`src/rtl/top_pkg.sv`:
```
// Project-wide constants shared by the datapath blocks.
package top_pkg;
  localparam int TOP_CHUNK_SIZE = 1;
endpackage

```
`src/rtl/pp_write_sequencer_pkg.sv`:
```
// Width helpers shared by the write sequencer and its interface so both derive identical bus sizes.
package pp_write_sequencer_pkg;

  function automatic int module_width(input int width, input int cores_a, input int cores_b);
    return width * top_pkg::TOP_CHUNK_SIZE * cores_a * cores_b;
  endfunction

  function automatic int index_width(input int n);
    return (n > 1) ? $clog2(n) : 1;
  endfunction

endpackage

```
`src/rtl/pp_write_sequencer_if.sv`:
```
// Producer handshake plus ping-pong bank write port of the write sequencer.
interface pp_write_sequencer_if
  import pp_write_sequencer_pkg::*;
#(
  parameter int WIDTH         = 16,
  parameter int NUM_CORES_A   = 2,
  parameter int NUM_CORES_B   = 1,
  parameter int TOTAL_MODULES = 4,
  parameter int COL_X         = 16,
  parameter int TOTAL_INPUT_W = 2
);
  localparam int TOTAL_DEPTH  = COL_X * TOTAL_INPUT_W;
  localparam int MODULE_WIDTH = module_width(WIDTH, NUM_CORES_A, NUM_CORES_B);
  localparam int IN_WIDTH     = MODULE_WIDTH * TOTAL_MODULES;
  localparam int ADDR_WIDTH   = index_width(TOTAL_DEPTH);

  logic                    in_valid;
  logic                    in_ready;
  logic [IN_WIDTH-1:0]     in_data;
  logic                    bank_free;
  logic                    wr_en;
  logic [ADDR_WIDTH-1:0]   wr_addr;
  logic [MODULE_WIDTH-1:0] wr_data;
  logic                    bank_done;
  logic                    flush;

  modport master (
    output in_valid, in_data, bank_free, flush,
    input  in_ready, wr_en, wr_addr, wr_data, bank_done
  );

  modport slave (
    input  in_valid, in_data, bank_free, flush,
    output in_ready, wr_en, wr_addr, wr_data, bank_done
  );
endinterface

```
`src/rtl/pp_write_sequencer.sv`:
```
// Splits each wide projection word into TOTAL_MODULES bank writes, slice 0 first, filling one ping-pong bank.
// First write the cycle after the handshake; in_ready only when idle-accepting or on a last slice with room left.
module pp_write_sequencer
  import pp_write_sequencer_pkg::*;
#(
  parameter int WIDTH         = 16,
  parameter int NUM_CORES_A   = 2,
  parameter int NUM_CORES_B   = 1,
  parameter int TOTAL_MODULES = 4,
  parameter int COL_X         = 16,
  parameter int TOTAL_INPUT_W = 2
) (
  input  logic                 clk,
  input  logic                 rst_n,
  pp_write_sequencer_if.slave  bus
);
  localparam int TOTAL_DEPTH  = COL_X * TOTAL_INPUT_W;
  localparam int MODULE_WIDTH = module_width(WIDTH, NUM_CORES_A, NUM_CORES_B);
  localparam int ADDR_WIDTH   = index_width(TOTAL_DEPTH);
  localparam int SLICE_WIDTH  = index_width(TOTAL_MODULES);

  localparam logic [ADDR_WIDTH-1:0]  LAST_ADDR  = ADDR_WIDTH'(TOTAL_DEPTH - 1);
  localparam logic [SLICE_WIDTH-1:0] LAST_SLICE = SLICE_WIDTH'(TOTAL_MODULES - 1);

  localparam logic [1:0] WAIT_BANK = 2'd0;
  localparam logic [1:0] ACCEPT    = 2'd1;
  localparam logic [1:0] SERIALIZE = 2'd2;

  if (TOTAL_DEPTH % TOTAL_MODULES != 0) begin : g_depth_check
    $error("TOTAL_DEPTH must be a whole number of input words");
  end

  logic [1:0]              state_q, state_d;
  logic [SLICE_WIDTH-1:0]  slice_q, slice_d;
  logic [ADDR_WIDTH-1:0]   cnt_q, cnt_d;
  logic                    in_ready_q, in_ready_d;
  logic                    wr_en_q;
  logic [ADDR_WIDTH-1:0]   wr_addr_q;
  logic [MODULE_WIDTH-1:0] wr_data_q, wr_data_d;
  logic                    bank_done_q, bank_done_d;
  logic [MODULE_WIDTH-1:0] latch_q  [TOTAL_MODULES];
  logic [MODULE_WIDTH-1:0] in_slice [TOTAL_MODULES];
  logic                    hs, load, advance, start, wr_go;

  assign hs = bus.in_valid & in_ready_q;

  always_comb begin
    for (int k = 0; k < TOTAL_MODULES; k++) begin
      in_slice[k] = bus.in_data[k*MODULE_WIDTH +: MODULE_WIDTH];
    end
  end

  // slice_q is the slice on the write port this cycle; cnt_q is the next bank address.
  always_comb begin
    state_d     = state_q;
    slice_d     = slice_q;
    cnt_d       = cnt_q;
    in_ready_d  = 1'b0;
    wr_data_d   = '0;
    bank_done_d = 1'b0;
    load        = 1'b0;
    advance     = 1'b0;
    start       = 1'b0;

    case (state_q)
      WAIT_BANK: begin
        if (bus.bank_free) begin
          state_d    = ACCEPT;
          in_ready_d = 1'b1;
        end
      end
      ACCEPT: begin
        if (hs) begin
          load  = 1'b1;
          start = 1'b1;
        end else begin
          in_ready_d = 1'b1;
        end
      end
      SERIALIZE: begin
        if (slice_q != LAST_SLICE) begin
          advance = 1'b1;
        end else if (hs) begin
          load  = 1'b1;
          start = 1'b1;
        end else if (bank_done_q) begin
          state_d = WAIT_BANK;
        end else begin
          state_d    = ACCEPT;
          in_ready_d = 1'b1;
        end
      end
      default: state_d = WAIT_BANK;
    endcase

    // Ready is offered on the last slice so the next word follows without a bubble.
    if (advance || start) begin
      slice_d     = start ? '0 : slice_q + 1'b1;
      wr_data_d   = start ? in_slice[0] : latch_q[slice_d];
      state_d     = SERIALIZE;
      bank_done_d = (cnt_q == LAST_ADDR);
      cnt_d       = bank_done_d ? '0 : cnt_q + 1'b1;
      in_ready_d  = (slice_d == LAST_SLICE) && !bank_done_d;
    end

    if (bus.flush) begin
      state_d     = WAIT_BANK;
      slice_d     = '0;
      cnt_d       = '0;
      in_ready_d  = 1'b0;
      bank_done_d = 1'b0;
      load        = 1'b0;
      advance     = 1'b0;
      start       = 1'b0;
    end
  end

  assign wr_go = advance | start;

  always_ff @(posedge clk or negedge rst_n) begin
    if (!rst_n) begin
      state_q     <= WAIT_BANK;
      slice_q     <= '0;
      cnt_q       <= '0;
      in_ready_q  <= 1'b0;
      wr_en_q     <= 1'b0;
      wr_addr_q   <= '0;
      wr_data_q   <= '0;
      bank_done_q <= 1'b0;
      for (int k = 0; k < TOTAL_MODULES; k++) begin
        latch_q[k] <= '0;
      end
    end else begin
      state_q     <= state_d;
      slice_q     <= slice_d;
      cnt_q       <= cnt_d;
      in_ready_q  <= in_ready_d;
      wr_en_q     <= wr_go;
      bank_done_q <= bank_done_d;
      if (wr_go) begin
        wr_addr_q <= cnt_q;
        wr_data_q <= wr_data_d;
      end
      if (load) begin
        for (int k = 0; k < TOTAL_MODULES; k++) begin
          latch_q[k] <= in_slice[k];
        end
      end
    end
  end

  assign bus.in_ready  = in_ready_q;
  assign bus.wr_en     = wr_en_q;
  assign bus.wr_addr   = wr_addr_q;
  assign bus.wr_data   = wr_data_q;
  assign bus.bank_done = bank_done_q;

endmodule

```
`src/flat_wrapper.sv`:
```
// flat-port wrapper written by rule: the top's interface ports become plain ports
module pp_write_sequencer_flat import pp_write_sequencer_pkg::*;
#(
  parameter int WIDTH         = 16,
  parameter int NUM_CORES_A   = 2,
  parameter int NUM_CORES_B   = 1,
  parameter int TOTAL_MODULES = 4,
  parameter int COL_X         = 16,
  parameter int TOTAL_INPUT_W = 2
)
  (clk, rst_n, bus_in_valid, bus_in_data, bus_bank_free, bus_flush, bus_in_ready, bus_wr_en, bus_wr_addr, bus_wr_data, bus_bank_done);
  pp_write_sequencer_if #(.WIDTH(WIDTH), .NUM_CORES_A(NUM_CORES_A), .NUM_CORES_B(NUM_CORES_B), .TOTAL_MODULES(TOTAL_MODULES), .COL_X(COL_X), .TOTAL_INPUT_W(TOTAL_INPUT_W)) bus_i ();
  input  logic clk;
  input  logic rst_n;
  input wire logic [$bits(bus_i.in_valid)-1:0] bus_in_valid;
  input wire logic [$bits(bus_i.in_data)-1:0] bus_in_data;
  input wire logic [$bits(bus_i.bank_free)-1:0] bus_bank_free;
  input wire logic [$bits(bus_i.flush)-1:0] bus_flush;
  output wire logic [$bits(bus_i.in_ready)-1:0] bus_in_ready;
  output wire logic [$bits(bus_i.wr_en)-1:0] bus_wr_en;
  output wire logic [$bits(bus_i.wr_addr)-1:0] bus_wr_addr;
  output wire logic [$bits(bus_i.wr_data)-1:0] bus_wr_data;
  output wire logic [$bits(bus_i.bank_done)-1:0] bus_bank_done;
  assign bus_i.in_valid = bus_in_valid;
  assign bus_i.in_data = bus_in_data;
  assign bus_i.bank_free = bus_bank_free;
  assign bus_i.flush = bus_flush;
  assign bus_in_ready = bus_i.in_ready;
  assign bus_wr_en = bus_i.wr_en;
  assign bus_wr_addr = bus_i.wr_addr;
  assign bus_wr_data = bus_i.wr_data;
  assign bus_bank_done = bus_i.bank_done;
  pp_write_sequencer #(.WIDTH(WIDTH), .NUM_CORES_A(NUM_CORES_A), .NUM_CORES_B(NUM_CORES_B), .TOTAL_MODULES(TOTAL_MODULES), .COL_X(COL_X), .TOTAL_INPUT_W(TOTAL_INPUT_W)) u_core (.clk(clk), .rst_n(rst_n), .bus(bus_i));
endmodule
```
`config.mk`:
```
export PLATFORM = sky130hd
export DESIGN_NAME = pp_write_sequencer_flat
export DESIGN_NICKNAME = d
export VERILOG_FILES = /design/src/rtl/top_pkg.sv /design/src/rtl/pp_write_sequencer_pkg.sv /design/src/rtl/pp_write_sequencer_if.sv /design/src/rtl/pp_write_sequencer.sv /design/src/flat_wrapper.sv
export SDC_FILE = /design/constraint.sdc
export NUM_CORES = 1
export LEC_CHECK = 0
export CORE_UTILIZATION = 53
export CTS_BUF_LIST = sky130_fd_sc_hd__clkbuf_4 sky130_fd_sc_hd__clkbuf_8
export CTS_CLUSTER_DIAMETER = 40
export DETAILED_ROUTE_END_ITERATION = 6
export PLACE_DENSITY = 0.83
export SYNTH_ARGS = -nofsm -noshare
export SYNTH_HDL_FRONTEND = slang
export SYNTH_SLANG_ARGS = --single-unit
```
`constraint.sdc`:
```
create_clock -name clk -period 2.3 [get_ports clk]
set_clock_uncertainty 0.15 [all_clocks]
set_input_delay 0.69 -clock clk [delete_from_list [all_inputs] [get_ports clk]]
set_output_delay 0.69 -clock clk [all_outputs]
set_load 0.01 [all_outputs]
```
==> results of run 1 <==
[cell usage after synthesis, drive strengths merged (4+ instances only)]
library cell and n:
o21ai 6, mux4 32, dfrtp 177, buf 31, ha 7, mux2i 33
mux2 134, nor3 4, a21oi 39, nand2 7, nor2 38, nand3 4
[flip-flops by register name, summed over array words and instances, names as in the netlist]
signal / flops
u_core.bus.bank_done: 1
u_core.bus.in_ready: 1
u_core.bus.wr_addr: 5
u_core.bus.wr_data: 32
u_core.bus.wr_en: 1
u_core.cnt_q: 5
u_core.latch_q: 128
u_core.slice_q: 2
u_core.state_q: 2
[power groups by stage]
| stage | logic, W | registers (W) | clock network [W] |
|---|---|---|---|
| after floorplan | 0.00169 | 0.00492 | 0 |
| after global placement | 0.00287 | 0.00489 | 0 |
| after detailed placement | 0.00300 | 0.00500 | 0 |
| after CTS | 0.00304 | 0.00494 | 0.00224 |
| after global routing | 0.00325 | 0.00508 | 0.00234 |
| final | 0.00299 | 0.00493 | 0.00218 |
[layout make-up]
cell class	instances	area share, %
Multi-Input combinational cell	323	30.94
Clock inverter	12	1.247
Sequential cell	177	42.06
Tap cell	184	2.185
Inverter	3	0.1069
Timing Repair Buffer	205	20.85
Clock buffer	20	2.612
[stage by stage]
step / setup TNS (ps) / worst slack [ps] / power [W] / hold slack, ps / utilization [%]
after floorplan: 0 / 250.7 / 0.006605 / 244.4 / -
after global placement: -41720 / -270.0 / 0.007759 / 314.7 / 69.41
after detailed placement: -44480 / -299.5 / 0.008003 / 337.9 / 69.41
after CTS: 0 / 4.941 / 0.01021 / 360.2 / 72.33
after global routing: 0 / 2.023 / 0.01067 / 372.6 / 72.50
final: 0 / 57.89 / 0.01011 / 355.8 / 72.50
[layer usage]
metal  GRT usage, %  vias to the layer above  routed length, um
met5              0                        -                  0
met4          11.90                        0                533
met3          5.861                       42                778
met2          42.33                      156               9445
met1          29.09                     2653               7133
li1               -                     2334                  -
[cells by family after synthesis]
logic type	after synthesis	share of synthesized area (%)
xor gates and xnor gates	1	0.1108
DFF	177	56.00
adders and majority gates	7	1.107
buffers and inverters	37	2.879
muxes	199	32.37
and+or+nand+nor	64	3.908
AOI/OAI and AO/OA	52	3.623
[timing repair]
action | in CTS | in global routing
hold buffers | 1 | 0
resized for setup | 2 | 10
setup buffers | 1 | 0
hold endpoints to repair | 26 | 0
setup endpoints to repair | 2 | 10
[cells in the final DEF (no fill, tap or decap), types with 3 or more instances in the layout]
cell,count
a31oi_1,3
clkinv_2,3
buf_4,16
nor2_1,37
inv_1,3
mux2i_1,33
mux2_1,3
nor3_1,3
clkinvlp_4,4
dfrtp_1,175
dlymetal6s2s_1,10
nand2_1,7
a21oi_1,39
mux2_2,131
buf_12,16
ha_1,6
clkbuf_8,20
o21ai_0,6
nand3_1,3
clkdlybuf4s50_1,160
mux4_2,32
[worst min-delay path by stage]
| stage | start | to | slack (ps) | cells after the start |
|---|---|---|---|---|
| detailed placement | u_core.latch_q[29] | u_core.latch_q[29] | 340 | 1 |
| global placement | u_core.latch_q[106] | u_core.latch_q[106] | 310 | 1 |
| global route | u_core.latch_q[72] | u_core.latch_q[72] | 370 | 1 |
| floorplan | rst_n | u_core.bus.bank_done | 240 | 0 |
| finish | u_core.bus.wr_addr[3] | u_core.bus.wr_addr[3] | 360 | 1 |
| CTS | u_core.latch_q[29] | u_core.latch_q[29] | 360 | 1 |
==> run_results.csv, run 1 <==
group,metric,value,unit
status,status,"complete, no violations",
setup_path,max_stage_delay,540,ps
setup_path,reg2reg_to,"u_core.bus.in_ready",
clock_network,cts_made_buffers,17,
setup_path,path_delay_family,"buffers and inverters",
timing,slew_viol_final,0,
setup_path,r2r-start,"u_core.state_q[1]",
logic_synthesis,synth.cell_area,0.007909,mm^2
power,p_leak,4.758,nW
placement,gp_congestion,0.8958,
clock_network,clock_path_buffers,2,
setup_path,path_class,"reg -> out",
clock_network,cts_sinks,177,
logic_synthesis,synth_ff_type,"dfrtp_1",
setup_path,path_cells,"clkdlybuf4s50_1",
logic_synthesis,syn_inst,537,
detailed_routing,vias,5185,
detailed_routing,first_pass_iters,6,
setup_path,rrSetupSlack,100,ps
power,clockPowerShare,21.6,%
detailed_routing,vias_per_cell,5.611,
logic_synthesis,ys_types,32,
detailed_routing,ant_nets,0,
placement,place_area,0.01009,mm^2
floorplan,start_util,54.42,%
global_routing,grt_use_total,24.67,%
clock_network,root_buffer,"clkbuf_8",
floorplan,rows,44,
global_routing,grt_pass1_vias,5486,
timing,slew_headroom,61.72,%
logic_synthesis,synth.top_cell.area_share,56.00,%
global_routing,grt_max_degree,59,
power,seqPwrFrac,48.8,%
placement,post-place-cells,890,
clock_network,clock_latency,480,ps
placement,port_buffers,172,
logic_synthesis,synth_seq_cells,177,
power,combPwrFrac,29.6,%
final_layout,drive_gt1_share,31.76,%
hold_path,hold_class,"reg -> reg",
logic_synthesis,yosysSeqAreaShare,56.00,%
power,power.switching,0.002829,W
setup_path,path_max_fanout,2,
global_routing,grt_pass1_wl,27860,um
power,p_sw_share,28.00,%
floorplan,core-area,0.01453,mm^2
detailed_routing,drtIter0Drc,195,
final_layout,ff_latch_area,0.004432,mm^2
final_layout,final_nets,867,
global_routing,antenna_found_initial,0,
logic_synthesis,synth-edff-count,0,
floorplan,io_pins,173,
placement,hpwl,12660,um
logic_synthesis,ys_warn_count,0,
final_layout,diodes,0,
setup_path,cp.arrival,1400,ps
detailed_routing,drcViolationCount,0,
setup_path,critPathRequiredTime,1460,ps
clock_network,clk_pin_slew,90,ps
final_layout,final_cell_count_no_fill,924,
clock_network,htreeDepth,4,
flow_run,maxCapViolCount,0,
timing,max_freq,0.4460,GHz
timing,hold_viol,0,
final_layout,syn_to_final_growth,33.24,%
setup_path,worstSetupEndpoint,"bus_wr_data[26]",
setup_path,crit_start,"u_core.bus.wr_data[26]",
logic_synthesis,syn_nets,677,
timing,rsz0062_at_grt,"no",
floorplan,die_y,124.2,um
setup_path,slowest_stage,"clkdlybuf4s50_1",
detailed_routing,wl,17890,um
setup_path,worst_setup_path_start_kind,"register",
logic_synthesis,yosysTopAreaCell,"dfrtp_1",
clock_network,cts_tree,"built",
final_layout,post-route-cell-area,0.01054,mm^2
floorplan,die_w,124.2,um
setup_path,critPathCaptureType,"output port",
timing,finalSetupViolCount,0,
logic_synthesis,synth.area.top_cells,"dfrtp_1 (56%), mux2_2 (19%), mux4_2 (9.1%)",
power,power-per-cell-area,959.0,mW/mm^2
setup_path,cp_num_buf_inv,1,
logic_synthesis,synthArstFlopShare,100.0,%
timing,fin_crit_sh,97.48,%
detailed_routing,post_drt_wl_per_cell,19.36,um
setup_path,worst_r2r_path_depth,7,
final_layout,multiInputGateArea,0.003261,mm^2
timing,tightest_slew,574.3,ps
logic_synthesis,syn_avg_cell_area,14.73,um^2
global_routing,overflow,0,
timing,period_minus_slack,2242,ps
power,ir_drop,0.6024,mV
setup_path,cp.depth,1,
final_layout,nFillCells,917,
power,p_int,0.007277,W
floorplan,dieArea,0.01541,mm^2
No activity file was read; power rests on OpenSTA's default activity.
==> run 2: changes to the inputs <==
- CORE_ASPECT_RATIO: default -> 1.4
==> run 2 against run 1 <==
Compared with the run above:
- utilization is 0.47 points lower
- hold slack lost 16 ps
- final cell count up 0.76%
- total power shrank 1.5%
- non-clock buffer count is 3 higher
- critical path depth unchanged
- global-route usage increased by 0.25 points
- sequential power barely moved
- cell area shrank 0.82%
- combinational power is essentially flat
- largest cell class unchanged
- largest power group unchanged
==> run_results.csv, run 2 (synthesized netlist as in run 1, its figures left out) <==
group,metric,value,unit
placement,post-place-cells,898,
power,combPwrFrac,30.3,%
clock_network,cts_sinks,177,
setup_path,cp.arrival,1400,ps
floorplan,die_w,105.2,um
setup_path,path_class,"reg -> out",
power,power-per-cell-area,952.1,mW/mm^2
final_layout,final_common_cell,"dfrtp_1",
final_layout,final_cell_mix,"dfrtp_1 (175), clkdlybuf4s50_1 (171), mux2_2 (131), a21oi_1 (39), nor2_1 (37)",
detailed_routing,wl,17690,um
placement,hpwl,12890,um
placement,pre_cts_ws,-341.0,ps
timing,slew_viol_final,0,
detailed_routing,vias,5152,
power,p_leak,4.601,nW
detailed_routing,dr_wl_met3,645,um
power,p_sw_share,27.96,%
setup_path,path_max_fanout,2,
timing,setup_tns,0,ps
floorplan,io_pins,173,
final_layout,syn_to_final_growth,32.15,%
final_layout,nFillCells,965,
floorplan,start_util,54.51,%
detailed_routing,wl_met1,6789,um
detailed_routing,vias_per_cell,5.534,
clock_network,root_buffer,"clkbuf_8",
placement,gp_congestion,0.8156,
final_layout,post-route-cell-area,0.01045,mm^2
timing,slew_headroom,62.80,%
detailed_routing,drcViolationCount,0,
global_routing,antenna_found_initial,0,
timing,period_minus_slack,2240,ps
global_routing,grt_use_total,24.92,%
clock_network,clock_latency,460,ps
detailed_routing,post_drt_wl_per_cell,19.00,um
power,seqPwrFrac,49.7,%
detailed_routing,highest_layer,"met4",
floorplan,rows,52,
global_routing,grt_pass1_wl,29450,um
clock_network,cts_made_buffers,17,
timing,hold_viol,0,
global_routing,grt_max_degree,51,
timing,tightest_slew,558.0,ps
final_layout,top_register,"u_core.latch_q",
final_layout,diodes,0,
setup_path,path_delay_family,"buffers and inverters",
timing,holdWs,340.2,ps
detailed_routing,drtIter0Drc,186,
global_routing,grt_pass1_vias,5843,
final_layout,final_cell_count_no_fill,931,
setup_path,max_stage_delay,600,ps
detailed_routing,wl_met2,9615,um
placement,place_area,0.01007,mm^2
timing,timing.final.ws_setup,59.65,ps
power,ir_drop,0.6039,mV
power,clockPowerShare,20.0,%
power,power.switching,0.002782,W
clock_network,clk_pin_slew,80,ps
timing,fin_crit_sh,97.41,%
placement,port_buffers,172,
global_routing,overflow,0,
clock_network,cts_tree,"built",
timing,max_freq,0.4464,GHz
hold_path,hold_class,"reg -> reg",
setup_path,worst_setup_path_start_kind,"register",
timing,rsz0062_at_grt,"no",
setup_path,slowest_stage,"clkdlybuf4s50_1",
clock_network,clock_path_buffers,2,
flow_run,maxCapViolCount,0,
final_layout,final_nets,870,
clock_network,htreeDepth,4,
floorplan,core-area,0.01451,mm^2
setup_path,path_cells,"clkdlybuf4s50_1",
timing,finalSetupViolCount,0,
final_layout,drive_gt1_share,32.08,%
status,status,"complete, no violations",
final_layout,largest_reg_flops,128,
detailed_routing,first_pass_iters,4,
floorplan,dieArea,0.01542,mm^2
floorplan,die_y,146.5,um
power,p_int,0.007168,W
setup_path,cp_num_buf_inv,1,
setup_path,critPathCaptureType,"output port",
setup_path,critPathRequiredTime,1460,ps
detailed_routing,ant_nets,0,
## run 2: cell types whose count changed in the layout (fill, tap and decap cells not counted), sizes merged
cell,previous run,this run
dlymetal6s2s,10,0
clkbuf,20,22
bufinv,2,1
inv,5,4
clkinvlp,4,3
dlygate4sd2,1,0
clkdlybuf4s50,160,171
buf,33,36
## run 2: what timing repair did
item	4_1_cts	5_1_grt
hold buffers	1	0
setup endpoints to repair	1	113
gates resized for setup	1	1
buffers inserted	1	0
hold endpoints to repair	29	0
pin swaps	0	0
## run 2: area by class of cell
class	instances	area, um^2	share of cell area, %
clock buffers	22	277.8	2.658
flip-flops and latches	177	4432	42.40
multi-input cells	323	3263	31.22
repair buffers	208	2146	20.53
well taps	189	236.5	2.263
inverters	3	11.26	0.1077
clock inverters	9	85.08	0.8141
## run 2: final timing paths
kind / from / endpoint / slack, ps / cells after the start
setup / recovery: u_core.bus.wr_data[31] / bus_wr_data[31] / 60 / 1
hold / removal: u_core.bus.wr_addr[3] / u_core.bus.wr_addr[3] / 340 / 1
setup reg to reg: u_core.state_q[0] / u_core.bus.wr_addr[2] / 160 / 7
hold reg to reg: u_core.bus.wr_addr[3] / u_core.bus.wr_addr[3] / 340 / 1
max in group asynchronous: rst_n / u_core.bus.in_ready / 850 / 3
min in group asynchronous: rst_n / u_core.latch_q[70] / 530 / 2
## run 2: metrics by stage
step                util (%)  total power (W)
detailed placement     69.39         0.008026
CTS                    72.02          0.01004
finish                 72.03         0.009950
floorplan                  -         0.006605
global placement       69.39         0.007762
global route           72.03          0.01052
## run 2: layer usage
metal  GRT usage (%)  up-vias
met1           28.77     2646
met5               0        -
li1                -     2331
met4           11.62        0
met3           4.911       39
met2           44.28      136
## run 2: power by group through the flow
stage	registers [W]	logic [W]	clock network (W)
floorplan	0.00492	0.00169	0
global placement	0.00489	0.00288	0
detailed placement	0.00500	0.00302	0
CTS	0.00494	0.00305	0.00204
global route	0.00508	0.00327	0.00217
finish	0.00494	0.00302	0.00199
